**config.mk**
```make
export PLATFORM = sky130hd
export DESIGN_NAME = serial_add_ctrl_flat
export DESIGN_NICKNAME = d
export VERILOG_FILES = /design/src/rtl/serial_add_ctrl_if.sv /design/src/rtl/serial_add_ctrl.sv /design/src/flat_wrapper.sv
export SDC_FILE = /design/constraint.sdc
export NUM_CORES = 1
export LEC_CHECK = 0
export CELL_PAD_IN_SITES_DETAIL_PLACEMENT = 1
export CELL_PAD_IN_SITES_GLOBAL_PLACEMENT = 1
export CORE_MARGIN = 2
export CORE_UTILIZATION = 30
export DETAILED_ROUTE_END_ITERATION = 8
export PLACE_DENSITY_LB_ADDON = 0.1
export SLEW_MARGIN = 15
export SYNTH_ARGS = -nofsm -noshare
export SYNTH_HDL_FRONTEND = slang
export SYNTH_SLANG_ARGS = --single-unit
```
**constraint.sdc**
```tcl
create_clock -name clk -period 5.7 [get_ports clk]
set_input_delay 0.57 -clock clk [delete_from_list [all_inputs] [get_ports clk]]
set_output_delay 0.57 -clock clk [all_outputs]
set_load 0.02 [all_outputs]
```
**src/rtl/serial_add_ctrl_if.sv**
```systemverilog
// Request/result bundle for the bit-serial adder: operands and start from the
// requester, busy/done status and the registered {cout,sum} result back.
interface serial_add_ctrl_if #(
    parameter int WIDTH = 8
);
    logic             start;
    logic [WIDTH-1:0] a;
    logic [WIDTH-1:0] b;
    logic             busy;
    logic             done;
    logic [WIDTH-1:0] sum;
    logic             cout;

    modport master (
        output start, a, b,
        input  busy, done, sum, cout
    );

    modport slave (
        input  start, a, b,
        output busy, done, sum, cout
    );
endinterface

```
**src/rtl/serial_add_ctrl.sv**
```systemverilog
// Bit-serial adder built from one half-adder used twice per bit, LSB first.
// Latency: done in the cycle after edge k+2*WIDTH; start while busy is ignored.
module serial_add_ctrl #(
    parameter int WIDTH = 8
) (
    input  logic              clk,
    input  logic              rst_n,
    serial_add_ctrl_if.slave  bus
);
    localparam int IW = $clog2(WIDTH + 1);

    typedef enum logic [1:0] {IDLE, HA1, HA2, DONE} state_t;

    state_t           state;
    logic [WIDTH-1:0] a_q;
    logic [WIDTH-1:0] b_q;
    logic [WIDTH-1:0] sum_q;
    logic [IW-1:0]    idx;
    logic             carry;
    logic             c1;
    logic             s1;
    logic             cout_q;
    logic             busy_q;
    logic             done_q;

    // The one shared half-adder: operand bits in HA1, partial sum + carry in HA2.
    logic ha_x, ha_y, ha_s, ha_c;
    always_comb begin
        ha_x = (state == HA2) ? s1    : a_q[0];
        ha_y = (state == HA2) ? carry : b_q[0];
        ha_s = ha_x ^ ha_y;
        ha_c = ha_x & ha_y;
    end

    always_ff @(posedge clk) begin
        if (!rst_n) begin
            state  <= IDLE;
            a_q    <= '0;
            b_q    <= '0;
            sum_q  <= '0;
            idx    <= '0;
            carry  <= 1'b0;
            c1     <= 1'b0;
            s1     <= 1'b0;
            cout_q <= 1'b0;
            busy_q <= 1'b0;
            done_q <= 1'b0;
        end else begin
            done_q <= 1'b0;
            case (state)
                IDLE: begin
                    if (bus.start) begin
                        a_q    <= bus.a;
                        b_q    <= bus.b;
                        sum_q  <= '0;
                        cout_q <= 1'b0;
                        carry  <= 1'b0;
                        idx    <= '0;
                        busy_q <= 1'b1;
                        state  <= HA1;
                    end
                end
                HA1: begin
                    s1    <= ha_s;
                    c1    <= ha_c;
                    state <= HA2;
                end
                HA2: begin
                    // Operands shift down so the current bit is always at [0].
                    sum_q <= sum_q | (WIDTH'(ha_s) << idx);
                    carry <= c1 | ha_c;
                    a_q   <= a_q >> 1;
                    b_q   <= b_q >> 1;
                    if (idx == IW'(WIDTH - 1)) begin
                        cout_q <= c1 | ha_c;
                        done_q <= 1'b1;
                        state  <= DONE;
                    end else begin
                        idx   <= idx + IW'(1);
                        state <= HA1;
                    end
                end
                DONE: begin
                    busy_q <= 1'b0;
                    state  <= IDLE;
                end
                default: state <= IDLE;
            endcase
        end
    end

    assign bus.busy = busy_q;
    assign bus.done = done_q;
    assign bus.sum  = sum_q;
    assign bus.cout = cout_q;
endmodule

```
**src/flat_wrapper.sv**
```systemverilog
// flat-port wrapper written by rule: the top's interface ports become plain ports
module serial_add_ctrl_flat 
#(
    parameter int WIDTH = 8
)
  (clk, rst_n, bus_start, bus_a, bus_b, bus_busy, bus_done, bus_sum, bus_cout);
  serial_add_ctrl_if #(.WIDTH(WIDTH)) bus_i ();
  input  logic clk;
  input  logic rst_n;
  input wire logic [$bits(bus_i.start)-1:0] bus_start;
  input wire logic [$bits(bus_i.a)-1:0] bus_a;
  input wire logic [$bits(bus_i.b)-1:0] bus_b;
  output wire logic [$bits(bus_i.busy)-1:0] bus_busy;
  output wire logic [$bits(bus_i.done)-1:0] bus_done;
  output wire logic [$bits(bus_i.sum)-1:0] bus_sum;
  output wire logic [$bits(bus_i.cout)-1:0] bus_cout;
  assign bus_i.start = bus_start;
  assign bus_i.a = bus_a;
  assign bus_i.b = bus_b;
  assign bus_busy = bus_i.busy;
  assign bus_done = bus_i.done;
  assign bus_sum = bus_i.sum;
  assign bus_cout = bus_i.cout;
  serial_add_ctrl #(.WIDTH(WIDTH)) u_core (.clk(clk), .rst_n(rst_n), .bus(bus_i));
endmodule
```
==> impl_metrics.py, run 1 <==
metrics = {
    "layout": {
        "nNetsFinal": 223,
        "synthToLayoutAreaGrowth_pct": 23.4,
        "final_common_cell": "dfxtp_1",
        "drive_gt1_frac": 0.0743,
        "final_cell_mix": "36 x dfxtp_1, 29 x clkdlybuf4s50_1, 18 x a21oi_1",
        "final_core_util": 0.379,
        "diodes": 0,
        "final_cells": 274,
        "final_area_um2": 2060,
    },
    "placement": {
        "gp_congestion": 0.749,
        "pre_cts_ws_ps": 2870,
        "place_hpwl_um": 3040,
        "placedInstanceArea_um2": 1960,
        "port_buffers": 29,
        "place_inst": 267,
    },
    "clock_network": {
        "ctsLongestPathBuffers": 2,
        "tritoncts": "built",
        "cts_hold_buf": 0,
        "clock-root-buffer": "clkbuf_8",
        "post-cts-setup-buffers": 0,
        "post_cts_resized": 0,
        "cts_buffers": 5,
        "path_clk_slew_ps": 70,
        "clk_latency_ps": 290,
        "htreeDepth": 2,
        "cts.sinks": 36,
    },
    "drt": {
        "via_per_inst": 5.25,
        "num_vias": 1439,
        "ant_nets": 0,
        "first_pass_iters": 4,
        "wl_um": 4300,
        "drc_errors": 0,
        "wl_per_cell_um": 15.7,
        "drt_iter0_markers": 82,
    },
    "floorplanning": {
        "fp-row-count": 27,
        "top_level_ports": 30,
        "die_h_um": 78.6,
        "die_area_um2": 6180,
        "core_um2": 5440,
        "die_x_um": 78.6,
        "start_util": 0.307,
    },
    "timing": {
        "setup_violations": 0,
        "max_freq_mhz": 399,
        "period_needed_ps": 2510,
        "drv_slew": 0,
        "fin_worst_skew_ps": 5.24,
        "tns_ps": 0,
        "rsz0062_at_grt": "false",
        "fin_crit_sh": 0.440,
        "worstMarginPinSlew_ps": 841,
        "maxSlewHeadroom": 0.438,
        "fin_ws_ps": 3190,
        "final_hold_viol_count": 0,
    },
    "global_routing": {
        "grtUsageTotal": 0.152,
        "antenna_found_initial": 0,
        "grt_overflow": 0,
        "grt_max_degree": 30,
        "grt_pass1_vias": 1516,
        "grt_pass1_wl_um": 7470,
    },
    "power_and_ir_drop": {
        "power.density_nw_per_um2": 262,
        "ir_drop_mv": 0.0890,
        "p_leak_uw": 0.000736,
    },
    "setup_path": {
        "cp_slowest_stage_delay_ps": 700,
        "cp_data_required_time_ps": 5880,
        "path_delay_family": "simple AND/OR/NAND/NOR gates",
        "reg2reg_depth": 7,
        "crit_type": "flop to flop",
        "r2r-start": "u_core.state[0]$_SDFFE_PN0P_",
        "critPathBufInv": 0,
        "worstSetupEndpoint": "u_core.bus.sum[6]$_SDFFE_PN0P_",
        "arrival_ps": 2680,
        "crit_cells": 7,
        "cp_slowest_cell": "dfxtp_1",
        "reg2reg_slack_ps": 3190,
        "critical_path.startpoint": "u_core.state[0]$_SDFFE_PN0P_",
        "reg2reg_to": "u_core.bus.sum[6]$_SDFFE_PN0P_",
        "crit_chain": "nand2b_1, nand2_1, nand2_1, ha_1, nand2_1, nor3_2, a32o_1",
        "start_kind": "flop",
        "cp_max_fo": 20,
        "end_kind": "flop",
        "path_common_cell": "nand2_1",
    },
    "synthesis": {
        "yosysWarnings": 0,
        "synth_area_leaders": "dfxtp_1 43%, o221ai_1 6.8%, a21oi_1 5.4%, or3b_1 5.2%, o21ai_0 5.1%",
        "synth_nets": 202,
        "netlist.area_leader.share": 0.431,
        "synth_seq_cells": 36,
        "syn_inst": 181,
        "synth_area_um2": 1670,
        "synth_area_leader_cell": "dfxtp_1",
        "synthDistinctLibCells": 40,
        "ys_seq_area_frac": 0.431,
        "avgSynthCellArea_um2": 9.23,
    },
    "hold_path": {
        "hold_path.startpoint": "u_core.carry$_SDFFE_PN0P_",
        "hold_class": "flop to flop",
    },
    "flow_run": {
        "drv_cap": 0,
    },
    "status": {
        "status": "complete, no violations",
    },
}
==> synth_stat cells (all sizes together) <==
| cell type | n |
|---|---|
| nand2b | 3 |
| o211ai | 1 |
| nand3b | 1 |
| nand4 | 1 |
| or3 | 2 |
| nand2 | 11 |
| inv | 5 |
| a21oi | 18 |
| a22o | 2 |
| and2b | 2 |
| or4 | 1 |
| a32o | 3 |
| nor2 | 9 |
| nor3 | 3 |
| dfxtp | 36 |
| or2b | 1 |
| nor3b | 1 |
| o211a | 1 |
| clkbuf | 9 |
| buf | 6 |
| and4b | 1 |
| a22oi | 2 |
| o21ai | 17 |
| a21boi | 3 |
| and3b | 1 |
| mux2i | 2 |
| mux2 | 1 |
| a211o | 1 |
| or3b | 14 |
| o221ai | 13 |
| o2bb2ai | 2 |
| ha | 2 |
| o21bai | 1 |
| o31ai | 3 |
| nand3 | 2 |
==> worst min-delay path by stage <==
stage               slack, ps  cells past startpoint                        end
global placement          450                      2  u_core.carry$_SDFFE_PN0P_
floorplan                 430                      2  u_core.carry$_SDFFE_PN0P_
finish                    450                      2  u_core.carry$_SDFFE_PN0P_
CTS                       450                      2  u_core.carry$_SDFFE_PN0P_
detailed placement        450                      2  u_core.carry$_SDFFE_PN0P_
global route              480                      2  u_core.carry$_SDFFE_PN0P_
==> sequential cells by signal, summed over array words and instances, names as in the netlist <==
register / count
u_core.state: 2
u_core.bus.busy: 1
u_core.bus.cout: 1
u_core.bus.done: 1
u_core.carry: 1
u_core.s1: 1
u_core.a_q: 8
u_core.c1: 1
u_core.bus.sum: 8
u_core.b_q: 8
u_core.idx: 4
==> per-layer routing <==
metal,track usage,share of wire,vias up
li1,-,-,715
met1,0.190,0.46,689
met2,0.254,0.49,28
met3,0.0437,0.043,7
met4,0.0474,0.013,0
met5,0,0,-
==> tightest hold or removal path, delay by kind of cell (launching register included) <==
kind,cells,cell delay (ps)
flops,1,310
simple gates,1,50
compound gates,1,50
==> metrics by stage <==
step                total power, uW  hold slack [ps]
floorplan                       326              432
detailed placement              351              445
CTS                             548              454
global placement                348              451
finish                          540              455
global route                    571              480
==> report_power, final <==
group,switching (uW),internal [uW]
logic,32.8,33.1
clock network,88.5,108
registers,13.0,265
total,134,406
==> cell type report <==
cell class | instances | area (um^2)
multi-input combinational | 125 | 845
fill | 631 | 3380
inverter | 5 | 18.8
sequential | 36 | 721
tap | 72 | 90.1
timing repair buffer | 29 | 290
clock buffer | 7 | 96.3
==> cell families after synthesis <==
group | count (synthesis) | share of synthesized area
flip-flops | 36 | 0.431
multiplexers | 3 | 0.0187
AO/OA/AOI/OAI | 67 | 0.268
buffers and inverters | 20 | 0.0629
adder cells (fa/ha/maj) | 2 | 0.0150
AND/OR/NAND/NOR | 53 | 0.204
No activity file was read; power rests on OpenSTA's default activity.
==> inputs of run 2 (changes only) <==
- clock period: 5.7 -> 2.2 ns (I/O delays scaled with it)
==> impl_metrics.py, run 2 (synthesized netlist as in run 1, its figures left out) <==
metrics = {
    "status": {
        "status": "complete, no violations",
    },
    "setup_path": {
        "arrival_ps": 1980,
        "cp_max_fo": 8,
        "end_kind": "flop",
        "reg2reg_to": "u_core.bus.sum[6]$_SDFFE_PN0P_",
        "critical_path.startpoint": "u_core.state[1]$_SDFFE_PN0P_",
        "reg2reg_slack_ps": 390,
        "cp_data_required_time_ps": 2370,
        "crit_type": "flop to flop",
        "reg2reg_depth": 7,
        "r2r-start": "u_core.state[1]$_SDFFE_PN0P_",
        "start_kind": "flop",
    },
    "timing": {
        "final_hold_viol_count": 0,
        "tns_ps": 0,
        "max_freq_mhz": 553,
        "drv_slew": 0,
        "rsz0062_at_grt": "false",
        "fin_crit_sh": 0.822,
        "maxSlewHeadroom": 0.681,
        "period_needed_ps": 1810,
        "setup_violations": 0,
        "worstMarginPinSlew_ps": 478,
        "fin_worst_skew_ps": 8.16,
        "hold_slack_ps": 473,
    },
    "floorplanning": {
        "core_um2": 5440,
        "start_util": 0.307,
        "top_level_ports": 30,
        "die_h_um": 78.6,
        "die_x_um": 78.6,
        "fp-row-count": 27,
        "die_area_um2": 6180,
    },
    "power_and_ir_drop": {
        "internal_power_uw": 1180,
        "p_leak_uw": 0.000774,
        "p_seq_frac": 0.465,
        "swShare": 0.234,
        "p_sw_uw": 359,
        "clockPowerShare": 0.413,
        "ir_drop_mv": 0.322,
        "power.density_nw_per_um2": 723,
        "pwr-share-comb": 0.122,
    },
    "placement": {
        "place_hpwl_um": 3320,
        "gp_congestion": 0.753,
        "placedInstanceArea_um2": 2000,
        "port_buffers": 29,
    },
    "flow_run": {
        "drv_cap": 0,
    },
    "layout": {
        "drive_gt1_frac": 0.101,
        "final_area_um2": 2130,
        "synthToLayoutAreaGrowth_pct": 27.4,
        "final_cell_mix": "36 x dfxtp_1, 29 x clkdlybuf4s50_1, 18 x a21oi_1",
        "final_common_cell": "dfxtp_1",
        "nNetsFinal": 228,
        "diodes": 0,
    },
    "hold_path": {
        "hold_class": "flop to flop",
        "min_to": "u_core.carry$_SDFFE_PN0P_",
        "hold_depth": 2,
        "hold_path.startpoint": "u_core.carry$_SDFFE_PN0P_",
    },
    "clock_network": {
        "path_clk_slew_ps": 70,
        "cts_buffers": 5,
        "cts_hold_buf": 0,
        "tritoncts": "built",
        "clock-root-buffer": "clkbuf_8",
        "cts.sinks": 36,
        "htreeDepth": 2,
        "ctsLongestPathBuffers": 2,
        "post_cts_resized": 0,
        "post-cts-setup-buffers": 0,
        "clk_latency_ps": 280,
    },
    "global_routing": {
        "grt_pass1_vias": 1537,
        "grt_overflow": 0,
        "grt_pass1_wl_um": 7840,
        "grt_max_degree": 24,
        "antenna_found_initial": 0,
        "grtUsageTotal": 0.158,
    },
    "drt": {
        "ant_nets": 0,
        "wl_um": 4550,
        "drc_errors": 0,
        "num_vias": 1451,
        "via_per_inst": 5.18,
        "drt_iter0_markers": 119,
        "first_pass_iters": 5,
        "wl_per_cell_um": 16.3,
    },
}
[run 2: cell types whose count changed in the layout (fill, tap and decap cells not counted)]
cell and delta:
buf_4 +5, bufinv_16 +1
[run 2: worst max-delay path by stage]
stage               depth (start not counted)                             end
floorplan                                  10  u_core.bus.sum[6]$_SDFFE_PN0P_
global placement                            4  u_core.bus.sum[0]$_SDFFE_PN0P_
detailed placement                          5      u_core.a_q[2]$_SDFFE_PN0P_
CTS                                         7  u_core.bus.sum[6]$_SDFFE_PN0P_
global route                                7  u_core.bus.sum[6]$_SDFFE_PN0P_
finish                                      7  u_core.bus.sum[6]$_SDFFE_PN0P_
[run 2: routing by layer]
| layer | global-route usage | wire length (um) | vias up |
|---|---|---|---|
| met4 | 0.0544 | 85 | 0 |
| met1 | 0.202 | 2200 | 698 |
| met5 | 0 | 0 | - |
| li1 | - | - | 722 |
| met3 | 0.0379 | 148 | 9 |
| met2 | 0.259 | 2120 | 22 |
[run 2: power by group through the flow]
stage	clock, uW	combinational, uW	sequential, uW
floorplan	0	123	723
global placement	0	181	728
detailed placement	0	189	730
CTS	654	190	715
global route	679	211	720
finish	636	187	716
[run 2: final cells by class]
| type | count | area, um^2 |
|---|---|---|
| Fill cell | 633 | 3310 |
| Multi-Input combinational cell | 125 | 845 |
| Sequential cell | 36 | 721 |
| Timing Repair Buffer | 34 | 328 |
| Clock buffer | 7 | 96.3 |
| Tap cell | 72 | 90.1 |
| Clock inverter | 1 | 30.0 |
| Inverter | 5 | 18.8 |
[run 2: stage by stage]
stage / util / worst slack (ps) / std cells / power, uW
floorplan: - / 408 / 181 / 845
global placement: 0.368 / 410 / 272 / 909
detailed placement: 0.368 / 321 / 272 / 919
CTS: 0.391 / 388 / 280 / 1560
global route: 0.391 / 267 / 280 / 1610
finish: 0.391 / 392 / 280 / 1540
[run 2: critical path, stage by stage, from the launching register on]
cell and delay, ps:
dfxtp_1 470, and2b_1 330, nand2_1 100, nand2_1 70
ha_1 260, nand2_1 110, nor3_2 70, a32o_1 280
==> inputs of run 3 (changes only) <==
- clock period: 2.2 -> 1.8 ns (I/O delays scaled with it)
==> impl_metrics.py, run 3 (synthesized netlist as in run 1, its figures left out) <==
metrics = {
    "status": {
        "status": "complete, no violations",
    },
    "drt": {
        "drc_errors": 0,
        "wl_um": 4650,
        "drt_iter0_markers": 62,
        "first_pass_iters": 4,
        "ant_nets": 0,
        "num_vias": 1509,
        "wl_per_cell_um": 16.1,
        "via_per_inst": 5.22,
    },
    "setup_path": {
        "crit_type": "flop to flop",
        "cp_data_required_time_ps": 1980,
        "cp_max_fo": 4,
        "start_kind": "flop",
        "end_kind": "flop",
        "arrival_ps": 1810,
        "reg2reg_depth": 7,
    },
    "floorplanning": {
        "die_h_um": 78.6,
        "start_util": 0.307,
        "die_x_um": 78.6,
        "fp-row-count": 27,
        "top_level_ports": 30,
        "core_um2": 5440,
        "die_area_um2": 6180,
    },
    "layout": {
        "final_cell_mix": "36 x dfxtp_1, 29 x clkdlybuf4s50_1, 18 x a21oi_1",
        "synthToLayoutAreaGrowth_pct": 29.7,
        "diodes": 0,
        "drive_gt1_frac": 0.129,
        "final_common_cell": "dfxtp_1",
        "final_core_util": 0.398,
        "nNetsFinal": 237,
    },
    "placement": {
        "place_hpwl_um": 3380,
        "gp_congestion": 0.745,
        "pre_cts_ws_ps": 97.7,
        "port_buffers": 29,
    },
    "global_routing": {
        "grt_pass1_vias": 1558,
        "antenna_found_initial": 0,
        "grt_util_met3": 0.0402,
        "grt_pass1_wl_um": 7760,
        "globalRouteMet2Util": 0.275,
        "grtUsageTotal": 0.162,
        "busiest_layer": "met2",
        "grt_max_degree": 20,
        "grtUsageMet1": 0.201,
        "grt_overflow": 0,
    },
    "clock_network": {
        "clk_latency_ps": 280,
        "cts_buffers": 5,
        "tritoncts": "built",
        "htreeDepth": 2,
        "ctsLongestPathBuffers": 2,
        "post-cts-setup-buffers": 0,
        "clock-root-buffer": "clkbuf_8",
        "path_clk_slew_ps": 70,
        "cts.sinks": 36,
    },
    "timing": {
        "maxSlewHeadroom": 0.690,
        "setup_violations": 0,
        "final_hold_viol_count": 0,
        "worstMarginPinSlew_ps": 464,
        "tns_ps": 0,
        "max_freq_mhz": 613,
        "fin_ws_ps": 169,
        "hold_slack_ps": 459,
        "fin_crit_sh": 0.906,
        "rsz0062_at_grt": "false",
        "drv_slew": 0,
        "period_needed_ps": 1630,
        "fin_worst_skew_ps": 4.74,
    },
    "power_and_ir_drop": {
        "ir_drop_mv": 0.259,
        "p_leak_uw": 0.000801,
        "power.density_nw_per_um2": 789,
    },
    "flow_run": {
        "drv_cap": 0,
    },
    "hold_path": {
        "hold_depth": 2,
        "hold_class": "flop to flop",
    },
}
-- run 3: timing repair --
item | CTS | global route
resized for setup | 0 | 1
setup endpoints to repair | 0 | 1
hold buffers | 0 | 0
-- run 3: final timing paths --
path                                      from                              to  slack [ps]
setup / recovery  u_core.state[0]$_SDFFE_PN0P_  u_core.bus.sum[6]$_SDFFE_PN0P_         170
hold / removal       u_core.carry$_SDFFE_PN0P_       u_core.carry$_SDFFE_PN0P_         460
setup reg to reg  u_core.state[0]$_SDFFE_PN0P_  u_core.bus.sum[6]$_SDFFE_PN0P_         170
hold reg to reg      u_core.carry$_SDFFE_PN0P_       u_core.carry$_SDFFE_PN0P_         460
-- run 3: cell type report --
cell class,instances,area [um^2]
Sequential cell,36,721
Fill cell,634,3270
Multi-Input combinational cell,125,851
Tap cell,72,90.1
Timing Repair Buffer,43,395
Inverter,5,18.8
Clock buffer,8,90.1
-- run 3: per-stage QoR --
stage | power, uW | std cells | instance area [um^2]
5_1_grt | 1810 | 289 | 2170
3_3_place_gp | 1130 | 281 | 2070
4_1_cts | 1740 | 289 | 2160
6_report | 1710 | 289 | 2170
3_5_place_dp | 1140 | 281 | 2070
2_1_floorplan | 1030 | 181 | 1670
-- run 3: worst max-delay path, cell delays in order (launching register included) --
cell,delay (ps)
dfxtp_1,370
and2b_1,220
nand2_1,70
nand2_1,60
ha_1,340
nand2_1,140
nor3_4,60
a32o_1,260
-- run 3: power by group --
group	switching [uW]	internal, uW	leakage [uW]	total, uW
registers	35.7	840	0.000295	875
logic	122	127	0.000461	249
clock network	273	312	0.0000455	585
total	431	1280	0.000801	1710
-- run 3: metal layers --
| metal | vias to the layer above | share of wire |
|---|---|---|
| li1 | 746 | - |
| met1 | 735 | 0.46 |
| met2 | 24 | 0.50 |
| met3 | 4 | 0.034 |
| met4 | 0 | 0.0054 |
| met5 | - | 0 |
